==> config.mk <==
export PLATFORM = sky130hd
export DESIGN_NAME = locked_digit_serial_adder
export DESIGN_NICKNAME = d
export VERILOG_FILES = /design/src/rtl/lock_pkg.sv /design/src/rtl/digit_adder.sv /design/src/rtl/locked_digit_serial_adder.sv
export SDC_FILE = /design/constraint.sdc
export NUM_CORES = 1
export LEC_CHECK = 0
export BUFFER_PORTS_ARGS = -buffer_cell sky130_fd_sc_hd__buf_2
export CAP_MARGIN = 10
export CORE_MARGIN = 4
export CORE_UTILIZATION = 45
export DETAILED_ROUTE_END_ITERATION = 8
export GPL_TIMING_DRIVEN = 1
export HOLD_SLACK_MARGIN = 0.03
export PLACE_DENSITY_LB_ADDON = 0.2
export SETUP_SLACK_MARGIN = 0.05
export SLEW_MARGIN = 20
export SYNTH_ARGS = -nofsm -noshare
export SYNTH_HDL_FRONTEND = slang
export SYNTH_SLANG_ARGS = --single-unit
==> constraint.sdc <==
create_clock -name clk -period 1.95 [get_ports clk]
set_input_delay 0.39 -clock clk [delete_from_list [all_inputs] [get_ports clk]]
set_output_delay 0.39 -clock clk [all_outputs]
set_load 0.005 [all_outputs]
==> src/rtl/lock_pkg.sv <==
// Shared types and helpers for the key-locked digit-serial adder.
package lock_pkg;

  typedef enum logic [1:0] {
    IDLE = 2'd0,
    RUN  = 2'd1,
    DONE = 2'd2
  } state_e;

  // Ceiling log2, used to size the digit counter.
  function automatic int unsigned clog2(input int unsigned v);
    int unsigned r;
    r = 0;
    while ((64'd1 << r) < 64'(v)) r++;
    return r;
  endfunction

endpackage

==> src/rtl/digit_adder.sv <==
// DIGIT-wide ripple-carry adder built from full-adder cells: {co, s} = a + b + c.
module digit_adder #(
  parameter int unsigned DIGIT = 2
) (
  input  logic [DIGIT-1:0] a_i,
  input  logic [DIGIT-1:0] b_i,
  input  logic             c_i,
  output logic [DIGIT-1:0] s_o,
  output logic             co_o
);

  logic [DIGIT:0] cy;

  always_comb begin
    cy  = '0;
    s_o = '0;
    cy[0] = c_i;
    for (int i = 0; i < int'(DIGIT); i++) begin
      s_o[i]  = a_i[i] ^ b_i[i] ^ cy[i];
      cy[i+1] = (a_i[i] & b_i[i]) | (cy[i] & (a_i[i] ^ b_i[i]));
    end
    co_o = cy[DIGIT];
  end

endmodule

==> src/rtl/locked_digit_serial_adder.sv <==
// Key-locked adder: sum = (a ^ key) + b + cin, computed DIGIT bits per cycle
// behind valid/ready handshakes on both sides.
module locked_digit_serial_adder
  import lock_pkg::*;
#(
  parameter int unsigned WIDTH = 8,
  parameter int unsigned DIGIT = 2
) (
  input  logic             clk,
  input  logic             rst_n,
  input  logic             key_load,
  input  logic [WIDTH-1:0] key_in,
  input  logic             in_valid,
  output logic             in_ready,
  input  logic [WIDTH-1:0] a,
  input  logic [WIDTH-1:0] b,
  input  logic             cin,
  output logic             out_valid,
  input  logic             out_ready,
  output logic [WIDTH:0]   sum,
  output logic             cout
);

  localparam int unsigned NDIG = WIDTH / DIGIT;
  localparam int unsigned CW   = clog2(NDIG + 1);

  state_e           state_q;
  logic [WIDTH-1:0] key_q;
  logic [WIDTH-1:0] ea_q;
  logic [WIDTH-1:0] b_q;
  logic [WIDTH-1:0] res_q;
  logic             carry_q;
  logic [CW-1:0]    cnt_q;
  logic [WIDTH:0]   sum_q;
  logic             in_ready_q;
  logic             out_valid_q;

  logic [DIGIT-1:0] dsum;
  logic             dco;

  digit_adder #(.DIGIT(DIGIT)) u_digit (
    .a_i  (ea_q[DIGIT-1:0]),
    .b_i  (b_q[DIGIT-1:0]),
    .c_i  (carry_q),
    .s_o  (dsum),
    .co_o (dco)
  );

  // cnt counts completed digits; the extra count value spends one cycle
  // publishing the result into the output register.
  always_ff @(posedge clk or negedge rst_n) begin
    if (!rst_n) begin
      state_q     <= IDLE;
      key_q       <= '0;
      ea_q        <= '0;
      b_q         <= '0;
      res_q       <= '0;
      carry_q     <= 1'b0;
      cnt_q       <= '0;
      sum_q       <= '0;
      in_ready_q  <= 1'b1;
      out_valid_q <= 1'b0;
    end else begin
      unique case (state_q)
        IDLE: begin
          if (key_load) key_q <= key_in;
          if (in_valid) begin
            ea_q       <= a ^ key_q;
            b_q        <= b;
            carry_q    <= cin;
            res_q      <= '0;
            cnt_q      <= '0;
            in_ready_q <= 1'b0;
            state_q    <= RUN;
          end
        end
        RUN: begin
          if (cnt_q != CW'(NDIG)) begin
            ea_q    <= ea_q >> DIGIT;
            b_q     <= b_q >> DIGIT;
            res_q   <= WIDTH'({dsum, res_q} >> DIGIT);
            carry_q <= dco;
            cnt_q   <= cnt_q + CW'(1);
          end else begin
            sum_q       <= {carry_q, res_q};
            out_valid_q <= 1'b1;
            state_q     <= DONE;
          end
        end
        DONE: begin
          if (out_ready) begin
            out_valid_q <= 1'b0;
            in_ready_q  <= 1'b1;
            state_q     <= IDLE;
          end
        end
        default: begin
          out_valid_q <= 1'b0;
          in_ready_q  <= 1'b1;
          state_q     <= IDLE;
        end
      endcase
    end
  end

  assign in_ready  = in_ready_q;
  assign out_valid = out_valid_q;
  assign sum       = sum_q;
  assign cout      = sum_q[WIDTH];

endmodule

Word-level counts from Yosys, hierarchy flattened
Cells that the tools add are included.
{"block": "word_totals", "reg_bits": 49, "elab_cells": 65, "output_inout_bits": 12}
{"block": "op_classes", "bitwise": 14, "muxes": 25, "eq_ne": 7, "reduce_logical": 8, "addsub": 1}
{"op": "8-bit two-way mux", "count": 6}
{"op": "8-bit case mux with 2 select lines", "count": 3}
{"op": "3-bit AND reduction", "count": 4}
{"op": "2-bit != test (second input constant)", "count": 4}
{"op": "8-bit XOR", "count": 1}
{"op": "1-bit two-way mux", "count": 6}
{"op": "2-bit two-way mux", "count": 3}
{"op": "3-bit two-way mux", "count": 2}
{"op": "1-bit case mux with 3 select lines", "count": 2}
{"op": "2-bit case mux with 3 select lines", "count": 1}
{"op": "3-bit case mux with 2 select lines", "count": 1}
{"op": "1-bit bitwise AND", "count": 4}
{"op": "2-bit AND reduction", "count": 2}
{"op": "1-bit XOR", "count": 4}
{"op": "3-bit by 1-bit adder with 3-bit output (second input constant)", "count": 1}
{"op": "3-bit != test (second input constant)", "count": 1}
{"op": "1-bit inverter", "count": 3}
{"op": "2-bit by 1-bit == test with 1-bit output (second input constant)", "count": 1}
{"op": "2-bit == test (second input constant)", "count": 1}
{"op": "2-bit zero test", "count": 1}
{"op": "1-bit OR", "count": 2}
{"op": "1-bit case mux with 2 select lines", "count": 1}
{"op": "2-bit nonzero test", "count": 1}

Depth between registers and ports, before layout
{"block": "depth", "word_depth": 7, "depth_mapped": 8}

By module
From an unflattened synthesis, not the netlist that was laid out.
{"block": "hier_totals", "cells_unflattened": 164, "area_unflattened_um2": 2275.9}
{"module": "locked_digit_serial_adder", "cells_each": 154, "n_inst": 1, "area_each_um2": 2205.9, "seq_area_each_um2": 1227.4}
{"module": "digit_adder", "cells_each": 10, "n_inst": 1, "area_each_um2": 70.1, "seq_area_each_um2": 0.0}

Worst setup path after synthesis
Ideal clock, no wire load.
{"block": "synth_timing", "path_kind": "flip-flop to flip-flop", "start": "register cnt_q[0]", "end": "register b_q[4]", "path_stages_with_launch": 9, "t_required_ns": 1.825, "arrival_time_ns": 1.775, "path_slack_ns": 0.050, "period_less_slack_ns": 1.900, "path_buffers": 2, "cell_sequence": "dfrtp_1 inv_1 ha_1 and3_1 or3_1 buf_6 clkinv_4 buf_12 mux2_4"}
{"block": "synth_via", "elab_chain_len": 3}
{"item": "from (decl)", "line_no": "locked_digit_serial_adder.sv:33", "source": "logic [CW-1:0] cnt_q;"}
{"item": "from (signal assigned)", "line_no": "locked_digit_serial_adder.sv:83", "source": "cnt_q <= cnt_q + CW'(1);"}
{"item": "3-bit != test", "line_no": "locked_digit_serial_adder.sv:78", "source": "if (cnt_q != CW'(NDIG)) begin"}
{"item": "2-bit != test (no line)"}
{"item": "3-bit AND reduction (no line)"}
{"item": "to (signal assigned)", "line_no": "locked_digit_serial_adder.sv:80", "source": "b_q <= b_q >> DIGIT;"}
{"item": "to (decl)", "line_no": "locked_digit_serial_adder.sv:30", "source": "logic [WIDTH-1:0] b_q;"}
No other way between the ends.
A chain may end at the register's enable or synchronous reset.

Final worst setup path
{"block": "layout_timing", "start": "register cnt_q[0]", "end": "register b_q[3]"}
The elaborated chain is that of the path after synthesis.

==> impl.org <==
** Clocking
- Count of hold-fix buffers inserted at cts :: 0
- Counting the buffers created by CTS gives 5.
- H-tree levels :: 2
- The clock drives 49 sinks.
- At the later pin of the worst-skew pair, clock insertion delay measures 300 ps.
- Clock-pin slew was measured on the worst setup and hold paths at 80 ps.
- The root buffer cell chosen for the clock tree is sky130_fd_sc_hd__clkbuf_8.
- The clock passes through at most 2 buffers.
- TritonCTS clock tree :: done

** Critical path
- The worst register-to-register path ends at b_q[3]$_DFFE_PN0P_.
- Endpoint required time on the critical path :: 2140 ps
- CP max-delay cell :: sky130_fd_sc_hd__or3_4
- STA puts the critical path data arrival time at 1970 ps.
- STA classifies the critical path endpoint as a flip-flop.
- For this run, the slowest stage of the critical path takes 410 ps.
- For the worst flop-to-flop path, the logic depth is 6.
- CP startpoint :: cnt_q[0]$_DFFE_PN0P_
- Worst setup SP type :: flip-flop
- Walking the worst path, the cells encountered are inv_1 > ha_2 > and3_1 > or3_4 > clkinv_4 > mux2_2.
- Along the worst path, the maximum fanout reaches 7.
- Crit path to :: b_q[3]$_DFFE_PN0P_
- Register-to-register setup slack :: 170 ps
- In this run the critical register-to-register path is launched from cnt_q[0]$_DFFE_PN0P_.
- CP Class :: flip-flop to flip-flop

** STA
- For the pin with the worst max-slew slack, the measured transition is 499 ps.
- Final-report hold violation count :: 0
- Headroom to the max-slew limit came out at 0.667.
- Worst hold slack across all endpoints :: 44.5 ps
- Final clock skew :: 4.27 ps
- Slew Viols, Final :: 0
- The routed design could run at a clock period as short as 1780 ps.
- In the finished design, the share of the clock period the worst path needs comes to 0.914.
- Setup repair after global routing missed its margin :: false
- Derived from the worst setup path, the maximum achievable clock frequency is 561 MHz.
- Count of endpoints failing setup in the final report :: 0
- In the final timing run, aggregate negative setup slack is 0 ps.

** Place
- Placed instance count :: 274
- Count of port buffers added during placement :: 41
- Gpl congestion :: 0.704
- Summed over all nets, the half-perimeter wirelength after detailed placement is 3100 um.

** Detailed routing
- The pre-antenna-repair detailed-routing pass consisted of 4 iterations.
- The final route contains 1443 vias.
- Iter 0 DRT Violations :: 18
- Routed wire length :: 4230 um
- In the final routed layout, each cell accounts on average for 14.7 um.
- After detailed routing, the number of vias per cell comes to 5.03.
- Number of remaining DRC errors :: 0
- In this run the remaining antenna-violating nets after routing total 0.

** Floorplanning
- After floorplanning, the core was divided into 25 placement rows.
- The floorplan step defined a die boundary enclosing 6180 um^2.
- From left edge to right edge, the die measures 78.6 um.
- Die Span Y :: 78.6 um
- Pin placement for this block handled 42 I/O pins.
- Starting Density :: 0.468
- Total core area :: 4790 um^2

** Logic synthesis
- The average instance in the mapped netlist occupies 13.4 um^2.
- Counting every net in the synthesized netlist gives 201.
- Cell count after synthesis :: 167
- Register area share after synthesis :: 0.547
- The cell area that synthesis handed to floorplanning was 2240 um^2.
- Unique cell type count in the Yosys netlist :: 35
- Counting flops and latches in the post-synthesis netlist gives 49.
- Number of warning messages in the yosys log :: 0

** Global routing
- The number of global-route vias before repair was 1541.
- Initial antenna violation count :: 0
- Overall Global Routing Usage :: 0.146
- Pin count of the biggest net entering global routing :: 29
- Global routing finished with a remaining overflow of 0.
- Global-route wire length before repair :: 7090 um

** Layout
- Layout Cells excl Fill :: 287
- Antenna cells :: 0
- Total number of nets in the final design :: 253
- The area growth from synthesis to layout is 18.0%.
- Filler Cell Count :: 433
- Of the cells placed in the final design, the portion with a size suffix greater than 1 is 0.441.

** Min path
- The worst hold path belongs to the class primary input to async pin.

** Pwr
- Static Leakage :: 1.34 nW
- Maximum vdd drop :: 0.578 mV
- Power spread over the standard cell area amounts to 1660 nW/um^2.

** Run status
- Run status :: complete, no violations

** Job
- Max-capacitance violation count :: 0
flip-flops by register name (all words and copies together), names as in the netlist:
signal and cells:
b_q 8, carry_q 1, cnt_q 3, ea_q 8, in_ready 1, key_q 8, out_valid 1, res_q 8
state_q 2, sum 9
cells by family after synthesis:
family	Yosys count	synth area share
flip-flops	49	0.547
XOR/XNOR	8	0.0313
multiplexers	42	0.211
AO/OA/AOI/OAI	22	0.0742
adder cells (fa/ha/maj)	4	0.0290
AND/OR/NAND/NOR	22	0.0508
buffers and inverters	20	0.0564
layout by cell type (no fill, tap or decap), types with 2 or more instances in the layout:
cell type	synthesis	routed
sky130_fd_sc_hd__mux2_4	3	3
sky130_fd_sc_hd__mux2_2	30	30
sky130_fd_sc_hd__inv_1	10	10
sky130_fd_sc_hd__a22o_1	7	7
sky130_fd_sc_hd__mux2i_1	9	9
sky130_fd_sc_hd__o2bb2ai_1	2	2
sky130_fd_sc_hd__nor2b_1	2	2
sky130_fd_sc_hd__a21o_1	2	2
sky130_fd_sc_hd__clkbuf_1	1	3
sky130_fd_sc_hd__o21ai_0	5	5
sky130_fd_sc_hd__buf_4	1	11
sky130_fd_sc_hd__clkbuf_8	0	5
sky130_fd_sc_hd__a32o_1	2	2
sky130_fd_sc_hd__xor2_1	6	6
sky130_fd_sc_hd__nor2_1	5	5
sky130_fd_sc_hd__dfrtp_1	48	48
sky130_fd_sc_hd__buf_2	3	41
sky130_fd_sc_hd__nand2_1	6	6
sky130_fd_sc_hd__a21oi_1	2	2
sky130_fd_sc_hd__xnor2_1	2	2
sky130_fd_sc_hd__fa_1	2	2
sky130_fd_sc_hd__nor4_1	2	2
cell usage after synthesis:
cell | n | area [um^2]
sky130_fd_sc_hd__dfrtp_1 | 48 | 1200
sky130_fd_sc_hd__mux2_2 | 30 | 338
sky130_fd_sc_hd__inv_1 | 10 | 37.5
sky130_fd_sc_hd__mux2i_1 | 9 | 90.1
sky130_fd_sc_hd__a22o_1 | 7 | 61.3
sky130_fd_sc_hd__nand2_1 | 6 | 22.5
sky130_fd_sc_hd__xor2_1 | 6 | 52.6
sky130_fd_sc_hd__nor2_1 | 5 | 18.8
sky130_fd_sc_hd__o21ai_0 | 5 | 25.0
sky130_fd_sc_hd__buf_2 | 3 | 15.0
sky130_fd_sc_hd__buf_6 | 3 | 33.8
sky130_fd_sc_hd__mux2_4 | 3 | 45.0
sky130_fd_sc_hd__a21o_1 | 2 | 15.0
sky130_fd_sc_hd__a21oi_1 | 2 | 10.0
sky130_fd_sc_hd__a32o_1 | 2 | 20.0
sky130_fd_sc_hd__fa_1 | 2 | 40.0
sky130_fd_sc_hd__ha_1 | 2 | 25.0
sky130_fd_sc_hd__nor2b_1 | 2 | 12.5
sky130_fd_sc_hd__nor4_1 | 2 | 12.5
sky130_fd_sc_hd__o2bb2ai_1 | 2 | 17.5
sky130_fd_sc_hd__xnor2_1 | 2 | 17.5
sky130_fd_sc_hd__and2_1 | 1 | 6.26
sky130_fd_sc_hd__and3_1 | 1 | 6.26
sky130_fd_sc_hd__buf_12 | 1 | 20.0
sky130_fd_sc_hd__buf_4 | 1 | 7.51
sky130_fd_sc_hd__clkbuf_1 | 1 | 3.75
sky130_fd_sc_hd__clkinv_4 | 1 | 8.76
sky130_fd_sc_hd__dfstp_2 | 1 | 26.3
sky130_fd_sc_hd__nand2b_1 | 1 | 6.26
sky130_fd_sc_hd__nand3_1 | 1 | 5.00
sky130_fd_sc_hd__nand3_2 | 1 | 10.0
sky130_fd_sc_hd__nor3b_1 | 1 | 7.51
sky130_fd_sc_hd__o21a_1 | 1 | 7.51
sky130_fd_sc_hd__o311a_1 | 1 | 10.0
sky130_fd_sc_hd__or3_1 | 1 | 6.26
stage by stage:
stage               area, um^2  utilization  setup WS (ps)  power, mW
finish                    2650        0.553            167       4.38
global route              2650        0.553           97.8       4.75
detailed placement        2530        0.528           94.5       3.74
floorplan                 2240            -           95.4       3.28
global placement          2530        0.528            168       3.63
CTS                       2610        0.545           78.9       4.31
worst min-delay path by stage:
| stage | startpoint | to | cells after the start |
|---|---|---|---|
| final | rst_n | res_q[1]$_DFFE_PN0P_ | 1 |
| after global placement | rst_n | sum[1]$_DFFE_PN0P_ | 1 |
| after floorplan | rst_n | b_q[0]$_DFFE_PN0P_ | 0 |
| after detailed placement | rst_n | res_q[1]$_DFFE_PN0P_ | 1 |
| after CTS | rst_n | res_q[1]$_DFFE_PN0P_ | 1 |
| after global routing | rst_n | sum[5]$_DFFE_PN0P_ | 1 |
report_power, final:
group | switching (mW) | total (mW) | leakage, nW | internal [mW]
Clock | 0.309 | 0.564 | 0.0395 | 0.255
Combinational | 0.895 | 2.04 | 0.685 | 1.14
Sequential | 0.289 | 1.78 | 0.614 | 1.49
per-layer routing:
layer	routed length, um	vias up	track usage
li1	-	682	-
met1	1760	719	0.172
met2	2230	36	0.260
met3	187	6	0.0390
met4	49	0	0.0420
met5	0	-	0
timing repair:
| action | 4_1_cts | 5_1_grt |
|---|---|---|
| setup endpoints to repair | 0 | 7 |
| gates resized for setup | 0 | 1 |
| setup buffers | 0 | 4 |
area by class of cell:
type	count	area, um^2	share of cell area
Timing Repair Buffer	53	308	0.116
Multi-Input combinational cell	98	896	0.339
Sequential cell	49	1230	0.464
Tap cell	67	83.8	0.0317
Timing Repair inverter	1	5.00	0.00189
Clock buffer	8	80.1	0.0303
Inverter	11	46.3	0.0175
critical path, delay by kind of cell, from the launching register on:
| family | cells | cell delay [ps] |
|---|---|---|
| AND/OR/NAND/NOR | 2 | 600 |
| adder cells (fa/ha/maj) | 1 | 190 |
| multiplexers | 1 | 330 |
| buffers and inverters | 2 | 180 |
| flip-flops | 1 | 360 |
Note: power is estimated with default switching activity, not from simulation.
